### src/rtl/decoder_pkg.sv
// Shared RV32I decode definitions: opcode classes, function codes, micro-op codes and
// the immediate-format helper used by the decode buffer.
package decoder_pkg;

  localparam logic [6:0] OpcLui    = 7'b0110111;
  localparam logic [6:0] OpcAuipc  = 7'b0010111;
  localparam logic [6:0] OpcJal    = 7'b1101111;
  localparam logic [6:0] OpcJalr   = 7'b1100111;
  localparam logic [6:0] OpcBranch = 7'b1100011;
  localparam logic [6:0] OpcLoad   = 7'b0000011;
  localparam logic [6:0] OpcStore  = 7'b0100011;
  localparam logic [6:0] OpcRi     = 7'b0010011;
  localparam logic [6:0] OpcRr     = 7'b0110011;

  localparam logic [6:0] ClassNop = 7'b0000000;
  localparam logic [6:0] F7Zero   = 7'b0000000;
  localparam logic [6:0] F7Alt    = 7'b0100000;
  localparam int unsigned NameFree = 0;

  typedef enum logic [5:0] {
    OpNop, OpLui, OpAuipc, OpJal, OpJalr,
    OpBeq, OpBne, OpBlt, OpBge, OpBltu, OpBgeu,
    OpLb, OpLh, OpLw, OpLbu, OpLhu, OpSb, OpSh, OpSw,
    OpAddi, OpSlti, OpSltiu, OpXori, OpOri, OpAndi, OpSlli, OpSrli, OpSrai,
    OpAdd, OpSub, OpSll, OpSlt, OpSltu, OpXor, OpSrl, OpSra, OpOr, OpAnd
  } op_bus_e;

  typedef enum logic [2:0] {ImmI, ImmS, ImmB, ImmU, ImmJ, ImmZ} imm_fmt_e;

  // 32-bit sign-extended immediate for the given instruction format.
  function automatic logic [31:0] imm32(input logic [31:0] inst, input imm_fmt_e fmt);
    logic [31:0] imm;
    case (fmt)
      ImmI:    imm = {{20{inst[31]}}, inst[31:20]};
      ImmS:    imm = {{20{inst[31]}}, inst[31:25], inst[11:7]};
      ImmB:    imm = {{19{inst[31]}}, inst[31], inst[7], inst[30:25], inst[11:8], 1'b0};
      ImmU:    imm = {inst[31:12], 12'h000};
      ImmJ:    imm = {{11{inst[31]}}, inst[31], inst[19:12], inst[20], inst[30:21], 1'b0};
      default: imm = '0;
    endcase
    return imm;
  endfunction

endpackage

### src/rtl/decode_buffer_if.sv
// Fetch-side and dispatch-side handshake bundle of the decode buffer.
interface decode_buffer_if #(
  parameter int unsigned AddrW = 32,
  parameter int unsigned DataW = 32,
  parameter int unsigned NameW = 5
);
  import decoder_pkg::*;

  logic             fetch_valid;
  logic             fetch_ready;
  logic [AddrW-1:0] fetch_pc;
  logic [31:0]      fetch_inst;
  logic             dec_valid;
  logic             dec_ready;
  logic [NameW-1:0] rs1;
  logic [NameW-1:0] rs2;
  logic [NameW-1:0] rd;
  op_bus_e          op_code;
  logic [6:0]       op_class;
  logic [AddrW-1:0] inst_addr;
  logic [DataW-1:0] imm;
  logic             illegal;

  modport master (
    output fetch_valid, fetch_pc, fetch_inst, dec_ready,
    input  fetch_ready, dec_valid, rs1, rs2, rd, op_code, op_class, inst_addr, imm, illegal
  );

  modport slave (
    input  fetch_valid, fetch_pc, fetch_inst, dec_ready,
    output fetch_ready, dec_valid, rs1, rs2, rd, op_code, op_class, inst_addr, imm, illegal
  );
endinterface

### src/rtl/inst_decode_comb.sv
// Purely combinational RV32I decoder: raw instruction to masked micro-op fields.
module inst_decode_comb import decoder_pkg::*; #(
  parameter int unsigned DataW = 32,
  parameter int unsigned NameW = 5
) (
  input  logic [31:0]      inst_i,
  output op_bus_e          op_code_o,
  output logic [6:0]       op_class_o,
  output logic [NameW-1:0] rs1_o,
  output logic [NameW-1:0] rs2_o,
  output logic [NameW-1:0] rd_o,
  output logic [DataW-1:0] imm_o,
  output logic             illegal_o
);
  logic [6:0] opc, f7;
  logic [2:0] f3;
  op_bus_e    op;
  imm_fmt_e   fmt;
  logic       use_rs1, use_rs2, use_rd;

  assign opc = inst_i[6:0];
  assign f3  = inst_i[14:12];
  assign f7  = inst_i[31:25];

  // Every legal encoding maps to a non-NOP op, so OpNop doubles as the illegal marker.
  always_comb begin
    op      = OpNop;
    fmt     = ImmZ;
    use_rs1 = 1'b1;
    use_rs2 = 1'b0;
    use_rd  = 1'b1;
    case (opc)
      OpcLui:   begin op = OpLui;   fmt = ImmU; use_rs1 = 1'b0; end
      OpcAuipc: begin op = OpAuipc; fmt = ImmU; use_rs1 = 1'b0; end
      OpcJal:   begin op = OpJal;   fmt = ImmJ; use_rs1 = 1'b0; end
      OpcJalr: begin
        fmt = ImmI;
        if (f3 == 3'b000) op = OpJalr;
      end
      OpcBranch: begin
        fmt = ImmB; use_rs2 = 1'b1; use_rd = 1'b0;
        case (f3)
          3'b000: op = OpBeq;
          3'b001: op = OpBne;
          3'b100: op = OpBlt;
          3'b101: op = OpBge;
          3'b110: op = OpBltu;
          3'b111: op = OpBgeu;
          default: op = OpNop;
        endcase
      end
      OpcLoad: begin
        fmt = ImmI;
        case (f3)
          3'b000: op = OpLb;
          3'b001: op = OpLh;
          3'b010: op = OpLw;
          3'b100: op = OpLbu;
          3'b101: op = OpLhu;
          default: op = OpNop;
        endcase
      end
      OpcStore: begin
        fmt = ImmS; use_rs2 = 1'b1; use_rd = 1'b0;
        case (f3)
          3'b000: op = OpSb;
          3'b001: op = OpSh;
          3'b010: op = OpSw;
          default: op = OpNop;
        endcase
      end
      OpcRi: begin
        fmt = ImmI;
        case (f3)
          3'b000: op = OpAddi;
          3'b010: op = OpSlti;
          3'b011: op = OpSltiu;
          3'b100: op = OpXori;
          3'b110: op = OpOri;
          3'b111: op = OpAndi;
          3'b001: op = (f7 == F7Zero) ? OpSlli : OpNop;
          default: op = (f7 == F7Zero) ? OpSrli : (f7 == F7Alt) ? OpSrai : OpNop;
        endcase
      end
      OpcRr: begin
        use_rs2 = 1'b1;
        case ({f7, f3})
          {F7Zero, 3'b000}: op = OpAdd;
          {F7Alt,  3'b000}: op = OpSub;
          {F7Zero, 3'b001}: op = OpSll;
          {F7Zero, 3'b010}: op = OpSlt;
          {F7Zero, 3'b011}: op = OpSltu;
          {F7Zero, 3'b100}: op = OpXor;
          {F7Zero, 3'b101}: op = OpSrl;
          {F7Alt,  3'b101}: op = OpSra;
          {F7Zero, 3'b110}: op = OpOr;
          {F7Zero, 3'b111}: op = OpAnd;
          default: op = OpNop;
        endcase
      end
      default: op = OpNop;
    endcase
  end

  // An illegal word becomes a bare NOP: no names, no immediate.
  assign illegal_o  = (op == OpNop);
  assign op_code_o  = op;
  assign op_class_o = illegal_o ? ClassNop : opc;
  assign rs1_o = (illegal_o || !use_rs1) ? NameW'(NameFree) : NameW'(inst_i[19:15]);
  assign rs2_o = (illegal_o || !use_rs2) ? NameW'(NameFree) : NameW'(inst_i[24:20]);
  assign rd_o  = (illegal_o || !use_rd)  ? NameW'(NameFree) : NameW'(inst_i[11:7]);
  assign imm_o = illegal_o ? '0 : DataW'($signed(imm32(inst_i, fmt)));

endmodule

### src/rtl/decode_buffer.sv
// Fetch-to-dispatch decode buffer: DEPTH-entry {pc, inst} FIFO with empty-bypass, feeding a
// registered decoded micro-op held until the dispatcher accepts it.
module decode_buffer import decoder_pkg::*; #(
  parameter int unsigned Depth = 4,
  parameter int unsigned AddrW = 32,
  parameter int unsigned DataW = 32,
  parameter int unsigned NameW = 5
) (
  input  logic                 clk_i,
  input  logic                 rst_ni,
  input  logic                 flush_i,
  decode_buffer_if.slave       bus,
  output logic [$clog2(Depth):0] count_o
);
  localparam int unsigned PtrW = $clog2(Depth);
  localparam int unsigned CntW = PtrW + 1;

  logic [AddrW-1:0] pc_mem_q   [Depth];
  logic [31:0]      inst_mem_q [Depth];
  logic [PtrW-1:0]  wr_ptr_q, rd_ptr_q;
  logic [CntW-1:0]  count_q, count_d;
  logic             dec_valid_q, dec_valid_d;

  logic             out_free, enq, deq, bypass, push, load;
  logic [AddrW-1:0] sel_pc;
  logic [31:0]      sel_inst;

  op_bus_e          dc_op, op_q;
  logic [6:0]       dc_class, class_q;
  logic [NameW-1:0] dc_rs1, dc_rs2, dc_rd, rs1_q, rs2_q, rd_q;
  logic [DataW-1:0] dc_imm, imm_q;
  logic             dc_illegal, illegal_q;
  logic [AddrW-1:0] addr_q;

  assign bus.fetch_ready = (count_q < CntW'(Depth));
  assign out_free = !dec_valid_q || bus.dec_ready;
  assign enq      = bus.fetch_valid && bus.fetch_ready && !flush_i;
  assign deq      = out_free && (count_q != '0) && !flush_i;
  // The FIFO head always wins; a fetch word skips the FIFO only when it is empty.
  assign bypass   = out_free && (count_q == '0) && enq;
  assign push     = enq && !bypass;
  assign load     = deq || bypass;
  assign sel_pc   = deq ? pc_mem_q[rd_ptr_q]   : bus.fetch_pc;
  assign sel_inst = deq ? inst_mem_q[rd_ptr_q] : bus.fetch_inst;

  inst_decode_comb #(
    .DataW(DataW),
    .NameW(NameW)
  ) u_decode (
    .inst_i    (sel_inst),
    .op_code_o (dc_op),
    .op_class_o(dc_class),
    .rs1_o     (dc_rs1),
    .rs2_o     (dc_rs2),
    .rd_o      (dc_rd),
    .imm_o     (dc_imm),
    .illegal_o (dc_illegal)
  );

  always_comb begin
    count_d     = count_q;
    dec_valid_d = dec_valid_q;
    if (flush_i) begin
      count_d     = '0;
      dec_valid_d = 1'b0;
    end else begin
      count_d = count_q + CntW'(push) - CntW'(deq);
      if (load) dec_valid_d = 1'b1;
      else if (bus.dec_ready) dec_valid_d = 1'b0;
    end
  end

  always_ff @(posedge clk_i) begin
    if (push) begin
      pc_mem_q[wr_ptr_q]   <= bus.fetch_pc;
      inst_mem_q[wr_ptr_q] <= bus.fetch_inst;
    end
  end

  always_ff @(posedge clk_i or negedge rst_ni) begin
    if (!rst_ni) begin
      wr_ptr_q    <= '0;
      rd_ptr_q    <= '0;
      count_q     <= '0;
      dec_valid_q <= 1'b0;
      op_q        <= OpNop;
      class_q     <= ClassNop;
      rs1_q       <= NameW'(NameFree);
      rs2_q       <= NameW'(NameFree);
      rd_q        <= NameW'(NameFree);
      imm_q       <= '0;
      illegal_q   <= 1'b0;
      addr_q      <= '0;
    end else begin
      count_q     <= count_d;
      dec_valid_q <= dec_valid_d;
      if (flush_i) begin
        wr_ptr_q <= '0;
        rd_ptr_q <= '0;
      end else begin
        if (push) wr_ptr_q <= wr_ptr_q + PtrW'(1);
        if (deq)  rd_ptr_q <= rd_ptr_q + PtrW'(1);
      end
      if (load) begin
        op_q      <= dc_op;
        class_q   <= dc_class;
        rs1_q     <= dc_rs1;
        rs2_q     <= dc_rs2;
        rd_q      <= dc_rd;
        imm_q     <= dc_imm;
        illegal_q <= dc_illegal;
        addr_q    <= sel_pc;
      end
    end
  end

  assign count_o       = count_q;
  assign bus.dec_valid = dec_valid_q;
  assign bus.op_code   = op_q;
  assign bus.op_class  = class_q;
  assign bus.rs1       = rs1_q;
  assign bus.rs2       = rs2_q;
  assign bus.rd        = rd_q;
  assign bus.imm       = imm_q;
  assign bus.illegal   = illegal_q;
  assign bus.inst_addr = addr_q;

endmodule

### src/flat_wrapper.sv
// flat-port wrapper written by rule: the top's interface ports become plain ports
module decode_buffer_flat import decoder_pkg::*;
#(
  parameter int unsigned Depth = 4,
  parameter int unsigned AddrW = 32,
  parameter int unsigned DataW = 32,
  parameter int unsigned NameW = 5
)
  (clk_i, rst_ni, flush_i, count_o, bus_fetch_valid, bus_fetch_pc, bus_fetch_inst, bus_dec_ready, bus_fetch_ready, bus_dec_valid, bus_rs1, bus_rs2, bus_rd, bus_op_code, bus_op_class, bus_inst_addr, bus_imm, bus_illegal);
  decode_buffer_if #(.AddrW(AddrW), .DataW(DataW), .NameW(NameW)) bus_i ();
  input  logic clk_i;
  input  logic rst_ni;
  input  logic flush_i;
  output logic [$clog2(Depth):0] count_o;
  input wire logic [$bits(bus_i.fetch_valid)-1:0] bus_fetch_valid;
  input wire logic [$bits(bus_i.fetch_pc)-1:0] bus_fetch_pc;
  input wire logic [$bits(bus_i.fetch_inst)-1:0] bus_fetch_inst;
  input wire logic [$bits(bus_i.dec_ready)-1:0] bus_dec_ready;
  output wire logic [$bits(bus_i.fetch_ready)-1:0] bus_fetch_ready;
  output wire logic [$bits(bus_i.dec_valid)-1:0] bus_dec_valid;
  output wire logic [$bits(bus_i.rs1)-1:0] bus_rs1;
  output wire logic [$bits(bus_i.rs2)-1:0] bus_rs2;
  output wire logic [$bits(bus_i.rd)-1:0] bus_rd;
  output wire logic [$bits(bus_i.op_code)-1:0] bus_op_code;
  output wire logic [$bits(bus_i.op_class)-1:0] bus_op_class;
  output wire logic [$bits(bus_i.inst_addr)-1:0] bus_inst_addr;
  output wire logic [$bits(bus_i.imm)-1:0] bus_imm;
  output wire logic [$bits(bus_i.illegal)-1:0] bus_illegal;
  assign bus_i.fetch_valid = bus_fetch_valid;
  assign bus_i.fetch_pc = bus_fetch_pc;
  assign bus_i.fetch_inst = bus_fetch_inst;
  assign bus_i.dec_ready = bus_dec_ready;
  assign bus_fetch_ready = bus_i.fetch_ready;
  assign bus_dec_valid = bus_i.dec_valid;
  assign bus_rs1 = bus_i.rs1;
  assign bus_rs2 = bus_i.rs2;
  assign bus_rd = bus_i.rd;
  assign bus_op_code = bus_i.op_code;
  assign bus_op_class = bus_i.op_class;
  assign bus_inst_addr = bus_i.inst_addr;
  assign bus_imm = bus_i.imm;
  assign bus_illegal = bus_i.illegal;
  decode_buffer #(.Depth(Depth), .AddrW(AddrW), .DataW(DataW), .NameW(NameW)) u_core (.clk_i(clk_i), .rst_ni(rst_ni), .flush_i(flush_i), .bus(bus_i), .count_o(count_o));
endmodule
### config.mk
export PLATFORM = sky130hd
export DESIGN_NAME = decode_buffer_flat
export DESIGN_NICKNAME = d
export VERILOG_FILES = /design/src/rtl/decoder_pkg.sv /design/src/rtl/decode_buffer_if.sv /design/src/rtl/inst_decode_comb.sv /design/src/rtl/decode_buffer.sv /design/src/flat_wrapper.sv
export SDC_FILE = /design/constraint.sdc
export NUM_CORES = 1
export LEC_CHECK = 0
export CAP_MARGIN = 0
export CORE_MARGIN = 4
export CORE_UTILIZATION = 61
export DETAILED_ROUTE_END_ITERATION = 16
export GPL_TIMING_DRIVEN = 1
export PLACE_DENSITY = 0.85
export SYNTH_ARGS = -nofsm -noshare
export SYNTH_HDL_FRONTEND = slang
export SYNTH_SLANG_ARGS = --single-unit
### constraint.sdc
create_clock -name clk_i -period 8.32 [get_ports clk_i]
set_input_delay 1.664 -clock clk_i [delete_from_list [all_inputs] [get_ports clk_i]]
set_output_delay 1.664 -clock clk_i [all_outputs]
set_load 0.01 [all_outputs]
==> summary.txt <==
Status
  • Status: completed

Setup path
  • Worst-path fanout max: 55
  • CP endpoint kind: flip-flop
  • CP required: 8.69 ns
  • CP Launch Type: primary input
  • Critical Path Start: flush_i
  • CP bufs+invs: 4
  • Worst reg-to-reg setup slack: 3.30 ns
  • CP delay by family, top: buffers and inverters
  • Worst r2r src: u_core.rd_ptr_q[0]$_DFFE_PN0P_
  • Critical-path top delay cell: clkdlybuf4s50_1
  • Slowest Stage Delay on Critical Path: 0.94 ns
  • Worst R2R Path Depth: 9
  • Crit path cell chain: clkdlybuf4s50_1 -> clkinv_1 -> nand3_4 -> inv_2 -> buf_4 -> o22a_1 -> a22oi_1 -> nor2_1 -> a211oi_1 -> and4_4 -> o21ai_2
  • Critical path arrival: 6.56 ns
  • Reg-to-reg endpoint: u_core.bus.illegal$_DFFE_PN0P_
  • Setup Crit Path Kind: primary input to flip-flop

Job
  • Max_cap viols: 0

Global routing
  • Vias in the first global route: 10,290
  • Total Routing Usage GR: 0.2802
  • Initial antenna violation count: 3
  • GRT overflow: 0
  • Global-route wire length before repair: 61,080 um
  • Largest net degree at the start of global routing: 75

Yosys
  • Unique masters post-synth: 82
  • Top FF cell, synth: edfxtp_1
  • Synth Instances: 1,059
  • Register bit count reported by yosys: 357
  • Post-synth EDFFs: 256
  • Post-Syn Area per Cell: 14.64 um^2
  • Syn_nets: 1,135
  • Syn. warnings: 0
  • Synth async-reset ratio: 0.2829
  • Share of the yosys chip area belonging to registers: 0.6589
  • Mapped cell area: 0.01550 mm^2

Clock tree
  • TritonCTS clock tree: yes
  • Post-CTS Setup Bufs: 0
  • Num CTS Buffers: 36
  • Clock slew at reported path FFs: 0.06 ns
  • Max clock buf depth: 3
  • Htree depth: 2
  • Post_cts resized: 0
  • Hold-fix buffers, CTS: 0
  • Clock network latency to the later pin of the worst-skew pair: 0.52 ns
  • Clk sinks: 357
  • CTS root buf: clkbuf_16

Cells and area
  • Fill cells: 1,602
  • Fin nets: 1,284
  • Area growth, synth to finish: 19.31%
  • Commonest cells after routing, fill and taps aside: edfxtp_1 (256), clkdlybuf4s50_1 (165), nand2_1 (148)
  • Final std cells w/o fill: 1,567
  • Layout cells sized above 1: 0.1683
  • Leading cell type in the layout, fill and taps excluded: edfxtp_1

Timing
  • RSZ-0062 raised after global routing: false
  • Fmax: 0.1614 GHz
  • Slew Limit Headroom: 0.2295
  • Clk_skew: 0.02277 ns
  • Slew Viols, Final: 0
  • Setup TNS: 0 ns
  • Crit share post-route: 0.7446
  • Final hold vios: 0
  • Worst-Margin Slew: 1.146 ns
  • Post-route minimum period: 6.195 ns
  • Final Hold Slack: 0.4745 ns
  • Setup violators final: 0

Hold path
  • Min-Delay Startpoint: u_core.bus.op_code[5]$_DFFE_PN0P_
  • Worst hold path class: flip-flop to flip-flop
  • Worst hold stages: 2
  • WHS Endpoint: u_core.bus.op_code[5]$_DFFE_PN0P_

Pwr
  • Peak supply drop: 244.9 uV
  • Pwr/cell area: 314.6 mW/mm^2
  • Pleak: 6.430 nW

Detailed routing
  • Routed wl met3: 3658 um
  • Metal-1 WL: 15,440 um
  • Initial DRC count: 1,199
  • Wire per inst: 25.34 um
  • DR vias/cell: 6.489
  • Routed wl met2: 19,470 um
  • Top Layer Used: met5
  • Routed wire length: 39,710 um
  • Drt drc: 0
  • TritonRoute pass-1 iters: 5
  • Routed Antenna Nets: 0
  • Routed vias: 10,168

Die
  • Die height: 167.4 um
  • Initial Utilization: 0.6174
  • Die Wd: 167.4 um
  • Ports: 167
  • Die area: 0.02803 mm^2
  • Placement row count: 58
  • Core box area: 0.02511 mm^2

Placed design
  • Port buffer count: 166
  • Final GP Congestion: 0.9195
  • Dpl hpwl: 24,660 um
  • Cells after DPL: 1,500
per-layer routing:
| metal | vias to the layer above | GRT usage |
|---|---|---|
| li1 | 4395 | - |
| met1 | 5072 | 0.3857 |
| met2 | 603 | 0.4575 |
| met3 | 94 | 0.06586 |
| met4 | 4 | 0.07939 |
| met5 | - | 0 |
sequential cells by signal (all words and copies together), names as in the netlist:
name and flops:
u_core.bus.dec_valid 1, u_core.bus.illegal 1, u_core.bus.imm 32, u_core.bus.inst_addr 32, u_core.bus.op_class 7, u_core.bus.op_code 6, u_core.bus.rd 5, u_core.bus.rs1 5
u_core.bus.rs2 5, u_core.count_o 3, u_core.inst_mem_q 128, u_core.pc_mem_q 128, u_core.rd_ptr_q 2, u_core.wr_ptr_q 2
cell usage after synthesis, drive strengths merged, types with 6 or more instances:
| cell | count | area, um^2 |
|---|---|---|
| o22ai | 24 | 150.1 |
| nand3 | 15 | 75.07 |
| a31oi | 35 | 219.0 |
| and3 | 12 | 75.07 |
| dfrtp | 101 | 2527 |
| nor2b | 10 | 62.56 |
| clkbuf | 37 | 138.9 |
| o21ai | 37 | 267.8 |
| edfxtp | 256 | 7687 |
| buf | 31 | 256.5 |
| a2bb2oi | 7 | 61.31 |
| and2 | 7 | 43.79 |
| nand4 | 10 | 68.81 |
| inv | 13 | 48.79 |
| or3 | 8 | 50.05 |
| a21oi | 42 | 330.3 |
| nor3 | 10 | 50.05 |
| nand2 | 149 | 561.8 |
| nor2 | 78 | 292.8 |
| o31ai | 9 | 81.33 |
| ha | 6 | 75.07 |
| mux4 | 63 | 1423 |
| mux2i | 13 | 142.6 |
| and4 | 6 | 55.05 |
power breakdown:
group	internal [W]	switching, W	total, W	leakage, nW
sequential	0.00215	0.000172	0.00233	3.57
clock	0.000967	0.000663	0.00163	0.574
combinational	0.000817	0.00105	0.00186	2.29
total	0.00394	0.00188	0.00582	6.43
worst register-to-register path, delay by kind of cell, from the launching register on:
| kind | cells | cell delay (ns) |
|---|---|---|
| AO/OA/AOI/OAI | 5 | 1.46 |
| buffers and inverters | 1 | 0.79 |
| flip-flops | 1 | 0.74 |
| multiplexers | 1 | 0.77 |
| AND/OR/NAND/NOR | 2 | 1.19 |
cells by family after synthesis:
family,count (synthesis),share of synthesized area
compound gates,208,0.1061
simple gates,320,0.09362
xor+xnor,7,0.003955
mux,77,0.1017
buf+inv,82,0.02889
fa+ha+maj,8,0.006780
flops,357,0.6589
area by class of cell:
class,instances,area [um^2],area share
Antenna cell,1,2.502,0.0001353
Clock buffer,50,996.0,0.05385
Clock inverter,16,192.7,0.01042
Inverter,14,52.55,0.002841
Multi-Input combinational cell,620,4863,0.2629
Sequential cell,357,10220,0.5525
Tap cell,330,412.9,0.02232
Timing Repair Buffer,179,1757,0.09497
how the worst max path moves through the flow:
stage          cells after the start                                end  slack [ns]
2_1_floorplan                      4  u_core.inst_mem_q[0][0]$_DFFE_PP_        3.82
3_3_place_gp                      11     u_core.bus.illegal$_DFFE_PN0P_        1.78
3_5_place_dp                      11     u_core.bus.illegal$_DFFE_PN0P_        1.70
4_1_cts                           10     u_core.bus.illegal$_DFFE_PN0P_        2.21
5_1_grt                           11       u_core.bus.rd[4]$_DFFE_PN0P_        1.72
6_report                          11       u_core.bus.rd[1]$_DFFE_PN0P_        2.12
stage by stage:
step	utilization	instance area (um^2)	power (W)	setup slack [ns]
finish	0.7366	18500	0.005819	2.125
floorplan	-	15500	0.003453	3.825
global route	0.7366	18500	0.006071	1.722
global placement	0.6892	17310	0.004137	1.782
detailed placement	0.6892	17310	0.004196	1.704
CTS	0.7365	18490	0.005842	2.211
Power figures use the tool's default switching activity.
